<file path="config.mk">
export PLATFORM = sky130hd
export DESIGN_NAME = ldpc_3gpp_enc_sink_var
export DESIGN_NICKNAME = d
export VERILOG_FILES = /design/src/rtl/ldpc_3gpp_enc_sink_var.sv
export SDC_FILE = /design/constraint.sdc
export NUM_CORES = 1
export LEC_CHECK = 0
export ABC_AREA = 1
export ABC_CLOCK_PERIOD_IN_PS = 13600
export CAP_MARGIN = 20
export CORE_MARGIN = 4
export CORE_UTILIZATION = 35
export CTS_CLUSTER_DIAMETER = 150
export CTS_CLUSTER_SIZE = 20
export DETAILED_ROUTE_END_ITERATION = 6
export SETUP_SLACK_MARGIN = 0.5
export SYNTH_ARGS = -nofsm -noshare
export SYNTH_HDL_FRONTEND = slang
export SYNTH_SLANG_ARGS = --single-unit
</file>
<file path="constraint.sdc">
create_clock -name iclk -period 13.6 [get_ports iclk]
set_input_delay 3.4 -clock iclk [delete_from_list [all_inputs] [get_ports iclk]]
set_output_delay 3.4 -clock iclk [all_outputs]
set_load 0.005 [all_outputs]
</file>
<file path="src/rtl/ldpc_3gpp_enc_sink_var.sv">
// Runtime-configurable LDPC encoder output sink with circular-buffer rate matching.
// Define LDPC_3GPP_ENC_SINK_VAR_OREG_EN to add one output register stage (latency 4).
module ldpc_3gpp_enc_sink_var #(
  parameter int unsigned pADDR_W = 12,
  parameter int unsigned pDAT_W  = 8,
  parameter int unsigned pTAG_W  = 4,
  parameter int unsigned pZC_W   = 9,
  parameter int unsigned pLEN_W  = 16
) (
  input  logic               iclk,
  input  logic               ireset,
  input  logic               iclkena,
  input  logic               igr,
  input  logic [pZC_W-1:0]   izc,
  input  logic [5:0]         icode,
  input  logic               ipunct,
  input  logic [pLEN_W-1:0]  ilen,
  input  logic               ifull,
  input  logic [pDAT_W-1:0]  irdat,
  input  logic [pTAG_W-1:0]  irtag,
  output logic               orempty,
  output logic [pADDR_W-1:0] oraddr,
  input  logic               ireq,
  output logic               ofull,
  output logic               osop,
  output logic               oval,
  output logic               oeop,
  output logic [pDAT_W-1:0]  odat,
  output logic [pTAG_W-1:0]  otag
);

  localparam int unsigned N_W    = pADDR_W + 1;
  localparam int unsigned NCOL_W = 7;
  localparam int unsigned PROD_W = NCOL_W + pZC_W;

  typedef enum logic [1:0] {IDLE, SETUP, RUN, DRAIN} state_t;

  state_t state_q, state_d;

  logic               gr_q, gr_d;
  logic [pZC_W-1:0]   zc_q, zc_d;
  logic [5:0]         code_q, code_d;
  logic               punct_q, punct_d;
  logic [pLEN_W-1:0]  len_q, len_d;
  logic [N_W-1:0]     n_q, n_d;
  logic [pADDR_W-1:0] s_q, s_d;
  logic [pLEN_W-1:0]  rem_q, rem_d;
  logic               first_q, first_d;
  logic [pADDR_W-1:0] oraddr_q, oraddr_d;
  logic               ofull_q, ofull_d;
  logic               orempty_q, orempty_d;

  logic               p1_val_q, p1_val_d, p1_sop_q, p1_sop_d, p1_eop_q, p1_eop_d;
  logic               p2_val_q, p2_val_d, p2_sop_q, p2_sop_d, p2_eop_q, p2_eop_d;
  logic               val3_q, val3_d, sop3_q, sop3_d, eop3_q, eop3_d;
  logic [pDAT_W-1:0]  dat3_q, dat3_d;
  logic [pTAG_W-1:0]  tag3_q, tag3_d;

  logic [5:0]         code_eff_c;
  logic [NCOL_W-1:0]  ncol_c;
  logic [PROD_W-1:0]  prod_c;
  logic [N_W-1:0]     n_c;
  logic [pADDR_W-1:0] s_c;
  logic [pLEN_W-1:0]  nat_len_c;
  logic               issue_c;
  logic               wrap_c;
  logic               last_c;

  // Frame geometry from the captured per-frame parameters
  always_comb begin
    code_eff_c = (code_q < 6'd4) ? 6'd4 : code_q;
    ncol_c     = (gr_q ? NCOL_W'(10) : NCOL_W'(22)) + NCOL_W'(code_eff_c);
    prod_c     = PROD_W'(ncol_c) * PROD_W'(zc_q);
    n_c        = N_W'(prod_c);
    s_c        = punct_q ? pADDR_W'({zc_q, 1'b0}) : '0;
    nat_len_c  = pLEN_W'(n_c - N_W'(s_c));
    issue_c    = (state_q == RUN) && ireq && (rem_q != '0);
    wrap_c     = (oraddr_q == pADDR_W'(n_q - N_W'(1)));
    last_c     = (rem_q == pLEN_W'(1));
  end

  // Next-state, address generation and read pipeline
  always_comb begin
    state_d   = state_q;
    gr_d      = gr_q;
    zc_d      = zc_q;
    code_d    = code_q;
    punct_d   = punct_q;
    len_d     = len_q;
    n_d       = n_q;
    s_d       = s_q;
    rem_d     = rem_q;
    first_d   = first_q;
    oraddr_d  = oraddr_q;
    ofull_d   = ofull_q;

    case (state_q)
      IDLE: begin
        if (ifull) begin
          gr_d    = igr;
          zc_d    = izc;
          code_d  = icode;
          punct_d = ipunct;
          len_d   = ilen;
          state_d = SETUP;
        end
      end
      SETUP: begin
        n_d      = n_c;
        s_d      = s_c;
        oraddr_d = s_c;
        rem_d    = (len_q == '0) ? nat_len_c : len_q;
        first_d  = 1'b1;
        ofull_d  = 1'b1;
        state_d  = RUN;
      end
      RUN: begin
        if (rem_q == '0) begin
          ofull_d = 1'b0;
          state_d = IDLE;
        end else if (issue_c) begin
          rem_d    = rem_q - pLEN_W'(1);
          oraddr_d = wrap_c ? s_q : oraddr_q + pADDR_W'(1);
          first_d  = 1'b0;
          if (last_c) begin
            ofull_d = 1'b0;
            state_d = DRAIN;
          end
        end
      end
      DRAIN: begin
        // Release completes once the bank-release pulse has been presented
        if (orempty_q) state_d = IDLE;
      end
      default: state_d = IDLE;
    endcase

    p1_val_d = issue_c;
    p1_sop_d = issue_c & first_q;
    p1_eop_d = issue_c & last_c;
    p2_val_d = p1_val_q;
    p2_sop_d = p1_sop_q;
    p2_eop_d = p1_eop_q;
    val3_d   = p2_val_q;
    sop3_d   = p2_val_q & p2_sop_q;
    eop3_d   = p2_val_q & p2_eop_q;
    dat3_d   = p2_val_q ? irdat : dat3_q;
    tag3_d   = (p2_val_q & p2_sop_q) ? irtag : tag3_q;
`ifdef LDPC_3GPP_ENC_SINK_VAR_OREG_EN
    orempty_d = val3_q & eop3_q;
`else
    orempty_d = p2_val_q & p2_eop_q;
`endif
  end

  always_ff @(posedge iclk) begin
    if (ireset) begin
      state_q   <= IDLE;
      gr_q      <= 1'b0;
      zc_q      <= '0;
      code_q    <= '0;
      punct_q   <= 1'b0;
      len_q     <= '0;
      n_q       <= '0;
      s_q       <= '0;
      rem_q     <= '0;
      first_q   <= 1'b0;
      oraddr_q  <= '0;
      ofull_q   <= 1'b0;
      orempty_q <= 1'b0;
      p1_val_q  <= 1'b0;
      p1_sop_q  <= 1'b0;
      p1_eop_q  <= 1'b0;
      p2_val_q  <= 1'b0;
      p2_sop_q  <= 1'b0;
      p2_eop_q  <= 1'b0;
      val3_q    <= 1'b0;
      sop3_q    <= 1'b0;
      eop3_q    <= 1'b0;
      dat3_q    <= '0;
      tag3_q    <= '0;
    end else if (iclkena) begin
      state_q   <= state_d;
      gr_q      <= gr_d;
      zc_q      <= zc_d;
      code_q    <= code_d;
      punct_q   <= punct_d;
      len_q     <= len_d;
      n_q       <= n_d;
      s_q       <= s_d;
      rem_q     <= rem_d;
      first_q   <= first_d;
      oraddr_q  <= oraddr_d;
      ofull_q   <= ofull_d;
      orempty_q <= orempty_d;
      p1_val_q  <= p1_val_d;
      p1_sop_q  <= p1_sop_d;
      p1_eop_q  <= p1_eop_d;
      p2_val_q  <= p2_val_d;
      p2_sop_q  <= p2_sop_d;
      p2_eop_q  <= p2_eop_d;
      val3_q    <= val3_d;
      sop3_q    <= sop3_d;
      eop3_q    <= eop3_d;
      dat3_q    <= dat3_d;
      tag3_q    <= tag3_d;
    end
  end

  assign oraddr  = oraddr_q;
  assign ofull   = ofull_q;
  assign orempty = orempty_q;

`ifdef LDPC_3GPP_ENC_SINK_VAR_OREG_EN
  logic              oval_q, oval_d, osop_q, osop_d, oeop_q, oeop_d;
  logic [pDAT_W-1:0] odat_q, odat_d;
  logic [pTAG_W-1:0] otag_q, otag_d;

  // Extra output retiming stage
  always_comb begin
    oval_d = val3_q;
    osop_d = sop3_q;
    oeop_d = eop3_q;
    odat_d = dat3_q;
    otag_d = tag3_q;
  end

  always_ff @(posedge iclk) begin
    if (ireset) begin
      oval_q <= 1'b0;
      osop_q <= 1'b0;
      oeop_q <= 1'b0;
      odat_q <= '0;
      otag_q <= '0;
    end else if (iclkena) begin
      oval_q <= oval_d;
      osop_q <= osop_d;
      oeop_q <= oeop_d;
      odat_q <= odat_d;
      otag_q <= otag_d;
    end
  end

  assign oval = oval_q;
  assign osop = osop_q;
  assign oeop = oeop_q;
  assign odat = odat_q;
  assign otag = otag_q;
`else
  assign oval = val3_q;
  assign osop = sop3_q;
  assign oeop = eop3_q;
  assign odat = dat3_q;
  assign otag = tag3_q;
`endif

endmodule
</file>
# --- Yosys cells after proc, flatten, opt, wreduce, memory -nomap -nowiden ---
# Cells that the tools add are included.
totals:
  ff_bits: 110
  inputBits: 50
  output_inout_bits: 29
  elab_cells: 83
op_classes:
  add_sub_neg: 5
  mul: 1
  n_lt_le_gt_ge: 1
  eq_ne: 11
  n_mux: 24
  n_bitwise: 4
  n_reduce_logical: 14
ops:
  columns: ["operator", "n"]
  rows:
  - ["2-to-1 mux 16 bit", 3]
  - ["2-to-1 mux 12 bit", 3]
  - ["logical NOT 16 bit", 2]
  - ["case mux 16 bit (2 select lines)", 1]
  - ["case mux 12 bit (2 select lines)", 1]
  - ["== test 16 x 1 -> 1 bit, second input constant", 1]
  - ["nonzero test 16 bit", 1]
  - ["subtractor 16 x 1 -> 16 bit, second input constant", 1]
  - ["subtractor 13 x 10 -> 14 bit", 1]
  - ["multiplier 7 x 9 -> 13 bit", 1]
  - ["adder 12 x 1 -> 12 bit, second input constant", 1]
  - ["== test 12 bit", 1]
  - ["subtractor 12 x 1 -> 12 bit, second input constant", 1]
  - ["2-to-1 mux 10 bit", 1]
  - ["2-to-1 mux 2 bit", 5]
  - ["inequality test 2 bit, second input constant", 4]
  - ["case mux 2 bit (4 select lines)", 1]
  - ["AND reduction 4 bit", 2]
  - ["adder 5 x 6 -> 7 bit", 1]
  - ["less-than comparator 6 x 3 -> 1 bit, second input constant", 1]
  - ["2-to-1 mux 6 bit", 1]
  - ["inequality test 3 x 2 -> 1 bit, second input constant", 2]
  - ["AND reduction 2 bit", 3]
  - ["2-to-1 mux 1 bit", 5]
  - ["10 further kinds", 16]

# --- Logic depth before layout (Yosys ltp) ---
# Gate-level depths: netlist of run 1.
depth:
  word_depth: 7
  ltp_mapped: 35
  ltp_nobuf: 35

# --- Least setup slack after synthesis of run 1 ---
# Ideal clock, no wire load.
synth_path:
  path_kind: "flip-flop to flip-flop"
  start: "register code_q[5]"
  end: "register rem_q[12]"
  setup_ns: 0.131
  arrival_ns: 6.032
  required_time_ns: 13.469
  path_slack_ns: 7.437
  path_stages_with_launch: 34
  n_path_buf: 0
  synth_period_minus_slack_ns: 6.163
  path_cell_list: "dfxtp_1 -> nor2_1 -> nand2_1 -> inv_1 -> nor2_1 -> fa_1 -> nand3_1 -> nand2_1 -> nand2_1 -> nand2_1 -> nor2_1 -> fa_1 -> inv_1 -> fa_1 -> fa_1 -> inv_1 -> fa_1 -> ha_1 -> nand2_1 -> o21ai_0 -> a21oi_1 -> o21ai_0 -> xor2_1 -> ha_1 -> nand2_1 -> nor2_1 -> a211oi_1 -> nand4_1 -> nor2_1 -> inv_1 -> nand4_1 -> nand3_1 -> nand2_1 -> a21oi_2"
synth_between:
  elab_chain_cells: 7
synth_rtl:
  columns: ["item", "line", "source"]
  rows:
  - ["start, declared", "42", "logic [5:0] code_q, code_d;"]
  - ["start signal, assigned", "186", "code_q <= code_d;"]
  - ["less-than comparator 6 x 3 -> 1 bit", "71", "code_eff_c = (code_q < 6'd4) ? 6'd4 : code_q;"]
  - ["2-to-1 mux 6 bit *", "71", null]
  - ["adder 5 x 6 -> 7 bit *", "72", "ncol_c = (gr_q ? NCOL_W'(10) : NCOL_W'(22)) + NCOL_W'(code_eff_c);"]
  - ["multiplier 7 x 9 -> 13 bit *", "73", "prod_c = PROD_W'(ncol_c) * PROD_W'(zc_q);"]
  - ["named net prod_c[9]", "61", "logic [PROD_W-1:0] prod_c;"]
  - ["subtractor 13 x 10 -> 14 bit *", "76", "nat_len_c = pLEN_W'(n_c - N_W'(s_c));"]
  - ["2-to-1 mux 16 bit *", "112", "rem_d = (len_q == '0) ? nat_len_c : len_q;"]
  - ["case mux 16 bit (2 select lines) *", "97", "case (state_q)"]
  - ["end signal, assigned", "191", "rem_q <= rem_d;"]
  - ["end, declared", "47", "logic [pLEN_W-1:0] rem_q, rem_d;"]
# Mark *: on every way through the listed nets, which the timed path passes. The rest lies on a longest branch.
# A chain may end at the register's enable or synchronous reset.

# --- Worst setup path after layout of run 1 ---
# Ends and elaborated chain as after synthesis.

==> results of run 1 <==
## sequential cells by signal, summed over array words and instances, names as in the netlist, 2 cells and up
signal   flops
state_q      2
otag         4
odat         8
n_q         12
len_q       16
zc_q         9
s_q          9
rem_q       16
oraddr      12
code_q       6
## metrics by stage
stage	utilization [%]	setup WS (ns)
4_1_cts	41.4	6.74
3_3_place_gp	40.0	6.96
2_1_floorplan	-	7.44
6_report	41.4	6.75
3_5_place_dp	40.0	6.74
5_1_grt	41.4	5.98
## cell usage after synthesis, types with 2 or more instances
master / n
a211oi_1: 5
a21o_1: 2
a21oi_1: 109
a21oi_2: 2
a31oi_1: 7
buf_2: 2
buf_4: 2
clkbuf_1: 34
clkinv_1: 3
dfxtp_1: 107
fa_1: 34
ha_1: 43
inv_1: 178
inv_2: 7
nand2_1: 164
nand2_2: 5
nand2_4: 2
nand3_1: 52
nand3b_1: 9
nand4_1: 16
nor2_1: 103
nor2_2: 3
nor2_4: 4
nor3_1: 8
nor3_2: 2
nor3b_1: 3
o211ai_1: 3
o21ai_0: 103
o21ai_2: 2
o22ai_1: 9
o31ai_1: 4
or2_1: 3
or2_2: 2
xnor2_1: 11
xor2_1: 28
## power breakdown
| group | internal, W | total [W] | switching, W |
|---|---|---|---|
| Sequential | 0.000334 | 0.000353 | 0.0000192 |
| Clock | 0.000134 | 0.000279 | 0.000146 |
| Combinational | 0.000170 | 0.000454 | 0.000284 |
## final timing paths
| kind | from | end | slack (ns) | cells after the start |
|---|---|---|---|---|
| worst max-delay path | code_q[5] | rem_q[12] | 6.75 | 33 |
| worst min-delay path | otag[0] | otag[0] | 0.47 | 2 |
| worst max register to register | code_q[5] | rem_q[12] | 6.75 | 33 |
| worst min register to register | otag[0] | otag[0] | 0.47 | 2 |
## routing by layer
| layer | GRT usage [%] | vias to the layer above | part of all wire, % |
|---|---|---|---|
| met5 | 0 | - | 0 |
| met4 | 4.42 | 0 | 1.8 |
| met3 | 2.71 | 29 | 4.3 |
| met2 | 28.1 | 153 | 46 |
| met1 | 23.8 | 3268 | 48 |
| li1 | - | 3629 | - |
## area by class of cell
type                    instances  share of cell area, %
clock inverters                 7                  0.930
inverters                     188                   7.83
clock buffers                   9                   2.50
flip-flops and latches        107                   23.8
multi-input cells             755                   52.2
well taps                     280                   3.89
repair buffers                 81                   8.91
## tightest hold or removal path: stages (launching register included)
cell	delay [ns]
dfxtp_1	0.32
nand2_1	0.06
a21oi_1	0.05
## cells by family (layout without fill, tap and decap cells)
family	Yosys count	in the layout	synth area share (%)
compound gates	253	253	17.6
xor+xnor	39	39	4.43
fa+ha+maj	77	77	15.8
buf+inv	227	285	11.3
flops	107	107	27.8
simple gates	386	386	23.1
==> flow_summary.yaml, run 1 <==
finish:
  fill_cells: 2312
  final_common_cell: "inv_1"
  multi_input_area_um2: 4710
  fin_cells: 1427
  area_growth_syn_to_layout_pct: 16.9
  area.sequential_um2: 2140
  final_cell_area_um2: 9020
  drive_gt1_share_pct: 5.06
  final_cell_mix: "177 x inv_1, 164 x nand2_1, 109 x a21oi_1"
  layout.nets: 1269
  antenna_cells: 0
detailed_routing:
  drc: 0
  drt_iter0_markers: 517
  via_per_inst: 4.96
  drtPass1Iterations: 5
  wire_per_inst_um: 14.4
  wirelength_um: 20600
  drtAntennaViolNets: 0
  vias: 7079
synth:
  synth.distinct_cells: 53
  ys_ff_latch: 107
  syn_nets: 1216
  synthCells: 1089
  yosys_warnings: 0
  synth-seq-area-share_pct: 27.8
  synth_edf_count: 0
  synth_area_leaders: "dfxtp_1 28%, fa_1 8.8%, inv_1 8.7%, nand2_1 8.0%, a21oi_1 7.1%"
  yosysTopAreaCell: "dfxtp_1"
  synth_top_area_share_pct: 27.8
  syn-cell-area_um2: 7710
  syn_avg_cell_area_um2: 7.08
  async_flop_share_pct: 0
  synth_flop_cell: "dfxtp_1"
clocking:
  htree_levels: 3
  cts.sinks: 107
  cts_root_buf: "clkbuf_16"
  cts_setup_buffers: 0
  cts_hold_buf: 0
  clkLatencyLatePin_ns: 0.37
  clkTransAtPathRegs_ns: 0.09
  clockBufferDepth: 2
  cts_tree: "built"
  post_cts_resized: 0
  cts_buffers: 9
timing:
  hold_ws_ns: 0.466
  fmax_mhz: 146
  rsz0062_at_grt: "false"
  worst_pin_slew_ns: 0.842
  min_period_ns: 6.85
  fin_skew_ns: 0.0116
  slew_headroom_pct: 43.9
  final-hold-violation-count: 0
  drv_slew: 0
  tns_ns: 0
  min_period_over_period_pct: 50.3
  finalSetupViolCount: 0
setup_path:
  cp_slowest_cell: "fa_1"
  cp_data_required_time_ns: 13.84
  crit_path_end_kind: "register"
  critPathLaunchType: "register"
  worst-endpoint-arrival_ns: 7.09
  cp_common_cell: "nand2_1"
  crit_family: "adder cells"
  cpPeakStageDelay_ns: 0.55
  critPathBufInv: 4
  path_class: "register to register"
  cp_max_fo: 9
flow_run:
  max_cap_viol_count: 0
placement:
  placed_cell_area_um2: 8710
  place_hpwl_um: 15800
  place_congestion: 0.936
  dp_cells: 1411
  portBuffers: 78
global_route:
  grt_max_degree: 67
  grt_pass1_vias: 6800
  grt_pass1_wl_um: 34200
  track_usage_pct: 17.2
  overflow: 0
  grt_antenna_before_repair: 0
die:
  core_area_um2: 21800
  row_count: 54
  die_width_um: 156
  dieArea_um2: 24500
  io_pins: 79
  die_y_um: 156
  start_util_pct: 35.4
power:
  p_leak_nw: 3.93
  max-vdd-ir-drop_mv: 0.0659
  p_per_area_nw_per_um2: 120
  power_w: 0.00109
outcome:
  status: "finished, final reports clean"
hold_path:
  min_path_type: "register to register"
No activity file was read; power rests on OpenSTA's default activity.
==> run 2, diff against run 1 <==
ABC_CLOCK_PERIOD_IN_PS = 6730   (was 13600)
clock period = 6.73 ns   (was 13.6 ns; I/O delays follow)
==> flow_summary.yaml, run 2 (same netlist as run 1, synthesis figures left out) <==
outcome:
  status: "finished, final reports clean"
setup_path:
  cp_slowest_cell: "fa_1"
  critPathLaunchType: "register"
  path_class: "register to register"
  crit_path_end_kind: "register"
  cp_common_cell: "fa_1"
  cp_data_required_time_ns: 6.98
  worst-endpoint-arrival_ns: 6.28
  cp_max_fo: 6
  cpPeakStageDelay_ns: 0.55
detailed_routing:
  wire_per_inst_um: 14.2
  drtAntennaViolNets: 0
  drt_iter0_markers: 368
  wirelength_um: 20500
  drc: 0
  drtPass1Iterations: 5
  via_per_inst: 4.92
  vias: 7140
global_route:
  grt_pass1_vias: 6582
  track_usage_pct: 16.6
  grt_antenna_before_repair: 0
  overflow: 0
  grt_max_degree: 60
  grt_pass1_wl_um: 33100
timing:
  hold_ws_ns: 0.463
  finalSetupViolCount: 0
  worst_pin_slew_ns: 0.849
  fmax_mhz: 166
  min_period_ns: 6.03
  drv_slew: 0
  min_period_over_period_pct: 89.6
  setup_ws_ns: 0.699
  fin_skew_ns: 0.0113
  rsz0062_at_grt: "true"
  tns_ns: 0
  slew_headroom_pct: 43.4
  final-hold-violation-count: 0
clocking:
  cts.sinks: 107
  cts_buffers: 9
  clkLatencyLatePin_ns: 0.37
  cts_root_buf: "clkbuf_16"
  htree_levels: 3
  clkTransAtPathRegs_ns: 0.08
  cts_tree: "built"
  cts_hold_buf: 0
  clockBufferDepth: 2
power:
  p_per_area_nw_per_um2: 247
  max-vdd-ir-drop_mv: 0.150
  p_leak_nw: 4.07
finish:
  fin_cells: 1450
  fill_cells: 2231
  drive_gt1_share_pct: 10.3
  area_growth_syn_to_layout_pct: 22.3
  final_common_cell: "inv_1"
  reg_top3: "len_q x16, rem_q x16"
  antenna_cells: 0
  final_cell_mix: "173 x inv_1, 158 x nand2_1, 106 x a21oi_1"
  layout.nets: 1292
placement:
  portBuffers: 78
  place_hpwl_um: 15500
  dp_slack_ns: 0.178
  dp_cells: 1412
  place_congestion: 0.903
die:
  core_area_um2: 21800
  start_util_pct: 35.4
  die_width_um: 156
  io_pins: 79
  row_count: 54
  die_y_um: 156
  dieArea_um2: 24500
hold_path:
  min_path_type: "register to register"
flow_run:
  max_cap_viol_count: 0
[run 2: cell types whose count changed in the layout (fill, tap and decap cells not counted), sizes merged]
cell,delta
buf,+23
[run 2: what timing repair did]
action	CTS	global route
endpoints found under the setup margin	7	9
pin swaps	3	30
endpoints found under the hold margin	0	0
resized for setup	9	50
buffers inserted	2	20
[run 2: worst max-delay path, delay by kind of cell, from the launching register on]
family / cells / cell delay [ns]
AOI/OAI and AO/OA: 3 / 0.45
xor gates and xnor gates: 1 / 0.22
adders and majority gates: 7 / 3.02
buffers and inverters: 5 / 0.44
DFF: 1 / 0.36
and+or+nand+nor: 15 / 1.40
[run 2: worst paths after layout]
path,startpoint,to,depth (start not counted),slack [ns]
min,p2_eop_q,oeop,2,0.46
max,code_q[4],rem_q[12],31,0.70
min reg2reg,p2_eop_q,oeop,2,0.46
max reg2reg,code_q[4],rem_q[12],31,0.70
[run 2: metal layers]
layer	vias up	track usage [%]	part of all wire (%)
li1	3670	-	-
met1	3300	22.6	46
met2	143	27.1	47
met3	27	3.62	4.9
met4	0	4.17	2.0
met5	-	0	0
[run 2: where the power goes]
group	switching (W)	total, W	internal (W)
Sequential	0.0000385	0.000713	0.000675
Clock	0.000290	0.000559	0.000270
Combinational	0.000626	0.00106	0.000433
Total	0.000954	0.00233	0.00138
[run 2: layout make-up]
type / count / area [um^2] / share of cell area, %
Inverter: 188 / 708 / 7.51
Multi-Input combinational cell: 755 / 4940 / 52.4
Clock buffer: 9 / 225 / 2.39
Clock inverter: 7 / 83.8 / 0.888
Tap cell: 280 / 350 / 3.71
Timing Repair Buffer: 104 / 976 / 10.3
Sequential cell: 107 / 2150 / 22.8
[run 2: per-stage QoR]
| stage | power [W] | util [%] | instance area [um^2] |
|---|---|---|---|
| after floorplan | 0.00141 | - | 7710 |
| after global placement | 0.00163 | 40.1 | 8710 |
| after detailed placement | 0.00164 | 40.1 | 8710 |
| after CTS | 0.00223 | 41.7 | 9070 |
| after global routing | 0.00253 | 43.4 | 9440 |
| final | 0.00233 | 43.4 | 9440 |
